<file path="config.mk">
export PLATFORM = sky130hd
export DESIGN_NAME = msg_ingress
export DESIGN_NICKNAME = d
export VERILOG_FILES = /design/src/rtl/hft_pkg.sv /design/src/rtl/ingress_frame_buf.sv /design/src/rtl/msg_ingress.sv
export SDC_FILE = /design/constraint.sdc
export NUM_CORES = 2
export LEC_CHECK = 0
export BUFFER_PORTS_ARGS = -buffer_cell sky130_fd_sc_hd__buf_2
export CAP_MARGIN = 20
export CORE_MARGIN = 5
export CORE_UTILIZATION = 53
export CTS_CLUSTER_DIAMETER = 120
export DETAILED_ROUTE_END_ITERATION = 10
export GPL_TIMING_DRIVEN = 0
export HOLD_SLACK_MARGIN = 0.05
export PLACE_DENSITY = 0.71
export SYNTH_ARGS = -nofsm -noshare
export SYNTH_HDL_FRONTEND = slang
export SYNTH_HIERARCHICAL = 1
export SYNTH_SLANG_ARGS = --single-unit
export TNS_END_PERCENT = 30
</file>
<file path="constraint.sdc">
create_clock -name i_clk -period 4 [get_ports i_clk]
set_input_delay 1 -clock i_clk [delete_from_list [all_inputs] [get_ports i_clk]]
set_output_delay 1 -clock i_clk [all_outputs]
set_load 0.02 [all_outputs]
</file>
<file path="src/rtl/hft_pkg.sv">
// rtl/hft_pkg.sv - shared constants and FSM state types for the message ingress path
package hft_pkg;

  localparam int REG_WIDTH     = 32;
  localparam int WORDS_PER_MSG = 8;

  typedef enum logic {
    ASM_COLLECT,
    ASM_DISCARD
  } asm_state_t;

  typedef enum logic {
    ISS_IDLE,
    ISS_GAP
  } iss_state_t;

endpackage

</file>
<file path="src/rtl/ingress_frame_buf.sv">
// rtl/ingress_frame_buf.sv - frame FIFO: word-granular writes, frame-wide reads, owns pointers and count
module ingress_frame_buf #(
  parameter int REG_WIDTH   = hft_pkg::REG_WIDTH,
  parameter int WORDS       = hft_pkg::WORDS_PER_MSG,
  parameter int FRAME_DEPTH = 4,
  localparam int IDX_W      = $clog2(WORDS),
  localparam int CNT_W      = $clog2(FRAME_DEPTH + 1)
) (
  input  logic                            i_clk,
  input  logic                            i_reset_n,
  input  logic                            i_wr_en,
  input  logic [IDX_W-1:0]                i_wr_idx,
  input  logic [REG_WIDTH-1:0]            i_wr_data,
  input  logic                            i_commit,
  input  logic                            i_pop,
  output logic [WORDS-1:0][REG_WIDTH-1:0] o_rd_frame,
  output logic [CNT_W-1:0]                o_count,
  output logic                            o_ready
);

  localparam int                PTR_W   = $clog2(FRAME_DEPTH);
  localparam logic [CNT_W-1:0]  DEPTH_C = CNT_W'(FRAME_DEPTH);

  logic [REG_WIDTH-1:0] slot_q [FRAME_DEPTH][WORDS];
  logic [REG_WIDTH-1:0] slot_d [FRAME_DEPTH][WORDS];
  logic [PTR_W-1:0]     wr_ptr_q, wr_ptr_d;
  logic [PTR_W-1:0]     rd_ptr_q, rd_ptr_d;
  logic [CNT_W-1:0]     count_q, count_d;
  logic                 ready_q, ready_d;

  always_comb begin
    slot_d   = slot_q;
    wr_ptr_d = wr_ptr_q;
    rd_ptr_d = rd_ptr_q;
    count_d  = count_q;
    if (i_wr_en) begin
      slot_d[wr_ptr_q][i_wr_idx] = i_wr_data;
    end
    if (i_commit) begin
      wr_ptr_d = wr_ptr_q + 1'b1;
    end
    if (i_pop) begin
      rd_ptr_d = rd_ptr_q + 1'b1;
    end
    case ({i_commit, i_pop})
      2'b10:   count_d = count_q + 1'b1;
      2'b01:   count_d = count_q - 1'b1;
      default: count_d = count_q;
    endcase
    // Registered from the next count so a full FIFO refuses words on the very next cycle.
    ready_d = (count_d < DEPTH_C);
  end

  always_ff @(posedge i_clk or negedge i_reset_n) begin
    if (!i_reset_n) begin
      slot_q   <= '{default: '0};
      wr_ptr_q <= '0;
      rd_ptr_q <= '0;
      count_q  <= '0;
      ready_q  <= 1'b0;
    end else begin
      slot_q   <= slot_d;
      wr_ptr_q <= wr_ptr_d;
      rd_ptr_q <= rd_ptr_d;
      count_q  <= count_d;
      ready_q  <= ready_d;
    end
  end

  always_comb begin
    for (int w = 0; w < WORDS; w++) begin
      o_rd_frame[w] = slot_q[rd_ptr_q][w];
    end
  end

  assign o_count = count_q;
  assign o_ready = ready_q;

endmodule

</file>
<file path="src/rtl/msg_ingress.sv">
// rtl/msg_ingress.sv - assembles 8-word messages, buffers whole frames and issues them to the parser
module msg_ingress #(
  parameter int  REG_WIDTH   = hft_pkg::REG_WIDTH,
  parameter int  FRAME_DEPTH = 4,
  localparam int CNT_W       = $clog2(FRAME_DEPTH + 1)
) (
  input  logic                 i_clk,
  input  logic                 i_reset_n,
  input  logic [REG_WIDTH-1:0] i_word,
  input  logic                 i_word_valid,
  input  logic                 i_word_last,
  output logic                 o_word_ready,
  input  logic                 i_book_is_busy,
  output logic [REG_WIDTH-1:0] o_reg_1,
  output logic [REG_WIDTH-1:0] o_reg_2,
  output logic [REG_WIDTH-1:0] o_reg_3,
  output logic [REG_WIDTH-1:0] o_reg_4,
  output logic [REG_WIDTH-1:0] o_reg_5,
  output logic [REG_WIDTH-1:0] o_reg_6,
  output logic [REG_WIDTH-1:0] o_reg_7,
  output logic [REG_WIDTH-1:0] o_reg_8,
  output logic                 o_valid,
  output logic                 o_frame_err,
  output logic [CNT_W-1:0]     o_frame_count
);

  import hft_pkg::*;

  localparam int               IDX_W    = $clog2(WORDS_PER_MSG);
  localparam logic [IDX_W-1:0] LAST_IDX = IDX_W'(WORDS_PER_MSG - 1);

  typedef logic [WORDS_PER_MSG-1:0][REG_WIDTH-1:0] frame_t;

  asm_state_t       asm_q, asm_d;
  iss_state_t       iss_q, iss_d;
  logic [IDX_W-1:0] idx_q, idx_d;
  logic             err_q, err_d;
  logic             valid_q, valid_d;
  frame_t           regs_q, regs_d;

  logic             word_ready;
  logic             accept;
  logic             wr_en;
  logic             commit;
  logic             pop;
  frame_t           rd_frame;
  logic [CNT_W-1:0] count;

  assign accept = i_word_valid && word_ready;

  // Dropped words still land in the open slot; they are overwritten before that slot is ever committed.
  always_comb begin
    asm_d  = asm_q;
    idx_d  = idx_q;
    err_d  = 1'b0;
    wr_en  = 1'b0;
    commit = 1'b0;
    unique case (asm_q)
      ASM_COLLECT: begin
        if (accept) begin
          wr_en = 1'b1;
          if (idx_q == LAST_IDX) begin
            idx_d = '0;
            if (i_word_last) begin
              commit = 1'b1;
            end else begin
              err_d = 1'b1;
              asm_d = ASM_DISCARD;
            end
          end else if (i_word_last) begin
            err_d = 1'b1;
            idx_d = '0;
          end else begin
            idx_d = idx_q + 1'b1;
          end
        end
      end
      ASM_DISCARD: begin
        if (accept && i_word_last) begin
          asm_d = ASM_COLLECT;
          idx_d = '0;
        end
      end
      default: asm_d = ASM_COLLECT;
    endcase
  end

  // The gap state gives the order book a cycle to raise busy before the next issue.
  always_comb begin
    iss_d   = iss_q;
    regs_d  = regs_q;
    valid_d = 1'b0;
    pop     = 1'b0;
    unique case (iss_q)
      ISS_IDLE: begin
        if ((count != '0) && !i_book_is_busy) begin
          pop     = 1'b1;
          valid_d = 1'b1;
          regs_d  = rd_frame;
          iss_d   = ISS_GAP;
        end
      end
      ISS_GAP: iss_d = ISS_IDLE;
      default: iss_d = ISS_IDLE;
    endcase
  end

  always_ff @(posedge i_clk or negedge i_reset_n) begin
    if (!i_reset_n) begin
      asm_q   <= ASM_COLLECT;
      iss_q   <= ISS_IDLE;
      idx_q   <= '0;
      err_q   <= 1'b0;
      valid_q <= 1'b0;
      regs_q  <= '0;
    end else begin
      asm_q   <= asm_d;
      iss_q   <= iss_d;
      idx_q   <= idx_d;
      err_q   <= err_d;
      valid_q <= valid_d;
      regs_q  <= regs_d;
    end
  end

  ingress_frame_buf #(
    .REG_WIDTH   (REG_WIDTH),
    .WORDS       (WORDS_PER_MSG),
    .FRAME_DEPTH (FRAME_DEPTH)
  ) u_frame_buf (
    .i_clk      (i_clk),
    .i_reset_n  (i_reset_n),
    .i_wr_en    (wr_en),
    .i_wr_idx   (idx_q),
    .i_wr_data  (i_word),
    .i_commit   (commit),
    .i_pop      (pop),
    .o_rd_frame (rd_frame),
    .o_count    (count),
    .o_ready    (word_ready)
  );

  assign o_word_ready  = word_ready;
  assign o_frame_count = count;
  assign o_valid       = valid_q;
  assign o_frame_err   = err_q;
  assign o_reg_1       = regs_q[0];
  assign o_reg_2       = regs_q[1];
  assign o_reg_3       = regs_q[2];
  assign o_reg_4       = regs_q[3];
  assign o_reg_5       = regs_q[4];
  assign o_reg_6       = regs_q[5];
  assign o_reg_7       = regs_q[6];
  assign o_reg_8       = regs_q[7];

endmodule

</file>
==> results list <==
* Outcome: completed
- The clock net in this run drives a total of 1294 sinks.
- Max clock buf depth: 3
- Peak clock frequency supported by timing: 323.1 MHz
- After clock tree synthesis, the repair step resized 0 gates.
- The initial utilization of the core area, before any placement, comes to 53.53%.
- Max rail drop VDD: 459.6 uV
- Of the synthesized area, sequential elements account for 58.20%.
* Final hold viol count: 0
- The detailed router finished its first iteration with 2356 violations.
- Across all layers, the routed design uses 30550 vias.
- For the worst setup path, the data arrival time is 3.71 ns.
- Critical path capture point type: flip-flop
- The library cell used most frequently in the layout, excluding fill and tap cells, is sky130_fd_sc_hd__dfrtp_1.
- The analysis attributes to cell leakage a power of 31.83 nW.
- The first global-routing pass estimated 223.8 mm of wire.
- Hold-fix buffers, CTS: 0
- Count of cells along the worst register-to-register path: 5
- Row generation in the floorplan step produced 118 rows.
- Buffers added to address setup during post-CTS repair amount to 0.
- Placed cells: 4885
- The via count of the first global-routing pass came to 32630.
- In this run the number of H-tree levels came out at 4.
- Final clock skew: 0.02667 ns
- Counting I/O delays and the setup requirement, the final critical path takes 3.095 ns.
- Leading cell types in the layout, fill and taps excluded: sky130_fd_sc_hd__dfrtp_1 (1294), sky130_fd_sc_hd__mux2_2 (982), sky130_fd_sc_hd__buf_2 (418)
- Clock latency on the worst-skew pair, taken at its later pin, is 0.74 ns.
* Clock buffers created by TritonCTS: 137
- Synthesis-stage register bit count: 1294
- Routability-driven placement finished with a final weighted congestion of 0.8466.
* Placed cell areas: 59090 sq um
- The number of antenna violations at the first check in global routing came to 11.
* Origin of the critical flop-to-flop path: u_frame_buf/rd_ptr_q[1]
- ANT nets after route: 0
- Number of ports placed on the die boundary: 299
- The filler cells instantiated in the layout total 7823.
- Total global routing overflow: 0
- Compared with the post-synthesis result, the final layout area differs by 14.59%.
* Post-Syn Instances: 3199
* Critical R2R Capture: o_reg_5[31]
- Wire length after detailed routing: 150.7 mm
* Synthesized cell area: 55640 sq um
- Class of the tightest hold or removal check: primary input to async pin
* Number of warnings reported in the yosys synthesis log: 6
* Synthesized area per cell: 17.39 sq um
- The core region is 103900 sq um.
- Clock tree from TritonCTS: done
- Setup repair after global routing left no endpoint under its margin.
* Average routed wire per standard cell: 29.35 microns
- Final layout net count: 3691
- The worst setup path is of the flip-flop to flip-flop kind.
- Overall routing resource usage: 27.20%
- Measured along the y axis, the die boundary spans 334.0 microns.
- The count of buffers added on input and output ports is 298.
- Dividing total power by cell area gives a power density of 631.2 nW/um^2.
- Entering global routing, the biggest net connects 170 pins.
- STA classifies the critical path startpoint as a flip-flop.
* Tcrit/Tclk final: 77.36%
- After detailed routing, the number of vias per cell comes to 5.950.
- Measured on the finished design, the core utilization comes to 61.34%.
- Maximum fanout encountered on the critical timing path: 10
- Die Span X: 334.0 microns
- Summed over all nets, the half-perimeter wirelength after detailed placement is 103.6 mm.
- Clock-pin slew was measured on the worst setup and hold paths at 0.06 ns.
- Counting every net in the synthesized netlist gives 3245.
* Final max-slew violation count: 0
- For the pin with the worst max-slew slack, the measured transition is 1.192 ns.
- The die covers 111600 sq um.
- The first detailed-routing pass ran for 5 iterations.
- Data on the critical path is required at its endpoint by 4.61 ns.
* Final routed DRC violation total: 0
- R2R Setup Slk: 0.91 ns
- Max-capacitance violation count: 0
* Fraction of layout cells with a size suffix above 1: 57.48%
* Root buffer cell: sky130_fd_sc_hd__clkbuf_16
* Post-route standard cell area excluding fillers: 63750 sq um
- Setup violations remaining at the end of the flow were counted as 0.
- Summed over all failing endpoints, the final setup total negative slack is 0 ns.
* Worst slew slack as a fraction of its limit: 20.54%
- The netlist uses 34 different library cells.
- Leaving out filler cells and counting taps, the final layout contains 5135.
-- final cells by class --
| type | instances | area [sq um] | share of cell area, % |
|---|---|---|---|
| flip-flops and latches | 1294 | 32380 | 50.79 |
| multi-input cells | 1620 | 21590 | 33.86 |
| clock buffers | 205 | 4163 | 6.529 |
| repair buffers | 307 | 1742 | 2.732 |
| well taps | 1380 | 1727 | 2.708 |
| plain buffers | 282 | 1658 | 2.600 |
| clock inverters | 40 | 475.5 | 0.7458 |
| inverters | 3 | 11.26 | 0.01766 |
| diodes | 4 | 10.01 | 0.01570 |
-- worst max-delay path by stage --
stage / start / to / slack (ns)
2_1_floorplan: i_book_is_busy / u_frame_buf/o_count[1] / 1.33
3_3_place_gp: i_reset_n / o_reg_7[25] / -26.86
3_5_place_dp: i_word_valid / u_frame_buf/slot_q[807] / 0.31
4_1_cts: u_frame_buf/rd_ptr_q[1] / o_reg_5[31] / 0.92
5_1_grt: i_reset_n / u_frame_buf/slot_q[313] / 0.80
6_report: u_frame_buf/rd_ptr_q[1] / o_reg_5[31] / 0.91
-- state kept, by name, indices dropped and copies added, names as in the netlist, named ones only --
signal                flops
o_reg_1                  32
o_reg_5                  32
o_reg_6                  32
u_frame_buf/o_ready       1
u_frame_buf/wr_ptr_q      2
o_reg_7                  32
o_reg_3                  32
asm_q                     1
u_frame_buf/slot_q     1024
o_frame_err               1
o_reg_2                  32
u_frame_buf/rd_ptr_q      2
iss_q                     1
o_reg_8                  32
o_reg_4                  32
u_frame_buf/o_count       2
idx_q                     3
-- routing by layer --
metal | vias up | GRT usage, % | wire length [microns]
met3 | 215 | 6.249 | 10280
met2 | 890 | 42.98 | 71120
met1 | 16780 | 38.42 | 64870
met5 | - | 0 | 61
met4 | 8 | 7.855 | 4383
li1 | 12660 | - | -
-- logic make-up (layout without fill, tap and decap cells) --
kind of cell | Yosys count | count (layout) | share of synthesized area [%]
compound gates | 7 | 7 | 0.08095
buf+inv | 285 | 837 | 3.000
flops | 1294 | 1294 | 58.20
mux | 1537 | 1537 | 37.83
simple gates | 59 | 59 | 0.5442
other cells | 0 | 4 | 0
xor+xnor | 8 | 8 | 0.1259
fa+ha+maj | 9 | 9 | 0.2159
-- power breakdown --
part	switching [W]	internal, W
Combinational	0.00593	0.00509
Clock	0.00524	0.00772
Sequential	0.00118	0.0151
Total	0.0123	0.0279
-- stage by stage --
step                      total power, W  setup WS (ns)  hold slack (ns)
after floorplan                  0.02356          1.331           0.4524
after global placement           0.02735         -26.86           0.4623
after detailed placement         0.02752         0.3131           0.4686
after CTS                        0.04056         0.9176           0.2647
after global routing             0.04182         0.8021           0.2871
final                            0.04024         0.9054           0.2402
-- worst max-delay path: stages, from the launching register on --
cell	delay [ns]
sky130_fd_sc_hd__dfrtp_1	0.32
sky130_fd_sc_hd__clkbuf_1	0.17
sky130_fd_sc_hd__clkbuf_1	0.74
sky130_fd_sc_hd__buf_1	0.94
sky130_fd_sc_hd__mux4_2	0.51
sky130_fd_sc_hd__mux2_4	0.28
-- synthesized netlist by cell type (all sizes together) --
cell	instances	share of area [%]
dfrtp	1294	58
mux2	1281	27
mux4	256	10
buf	167	2.2
clkbuf	115	0.78
nor2	35	0.26
ha	8	0.18
xnor2	5	0.079
nand2	4	0.027
nand3	4	0.036
nand3b	4	0.054
inv	3	0.020
nor3	3	0.056
o21ai	3	0.027
xor2	3	0.047
a22o	2	0.031
a31oi	2	0.022
nand2b	2	0.022
nor3b	2	0.027
or2	2	0.023
and3	1	0.011
fa	1	0.036
nor2b	1	0.011
or4	1	0.013
Note: power is estimated with default switching activity, not from simulation.
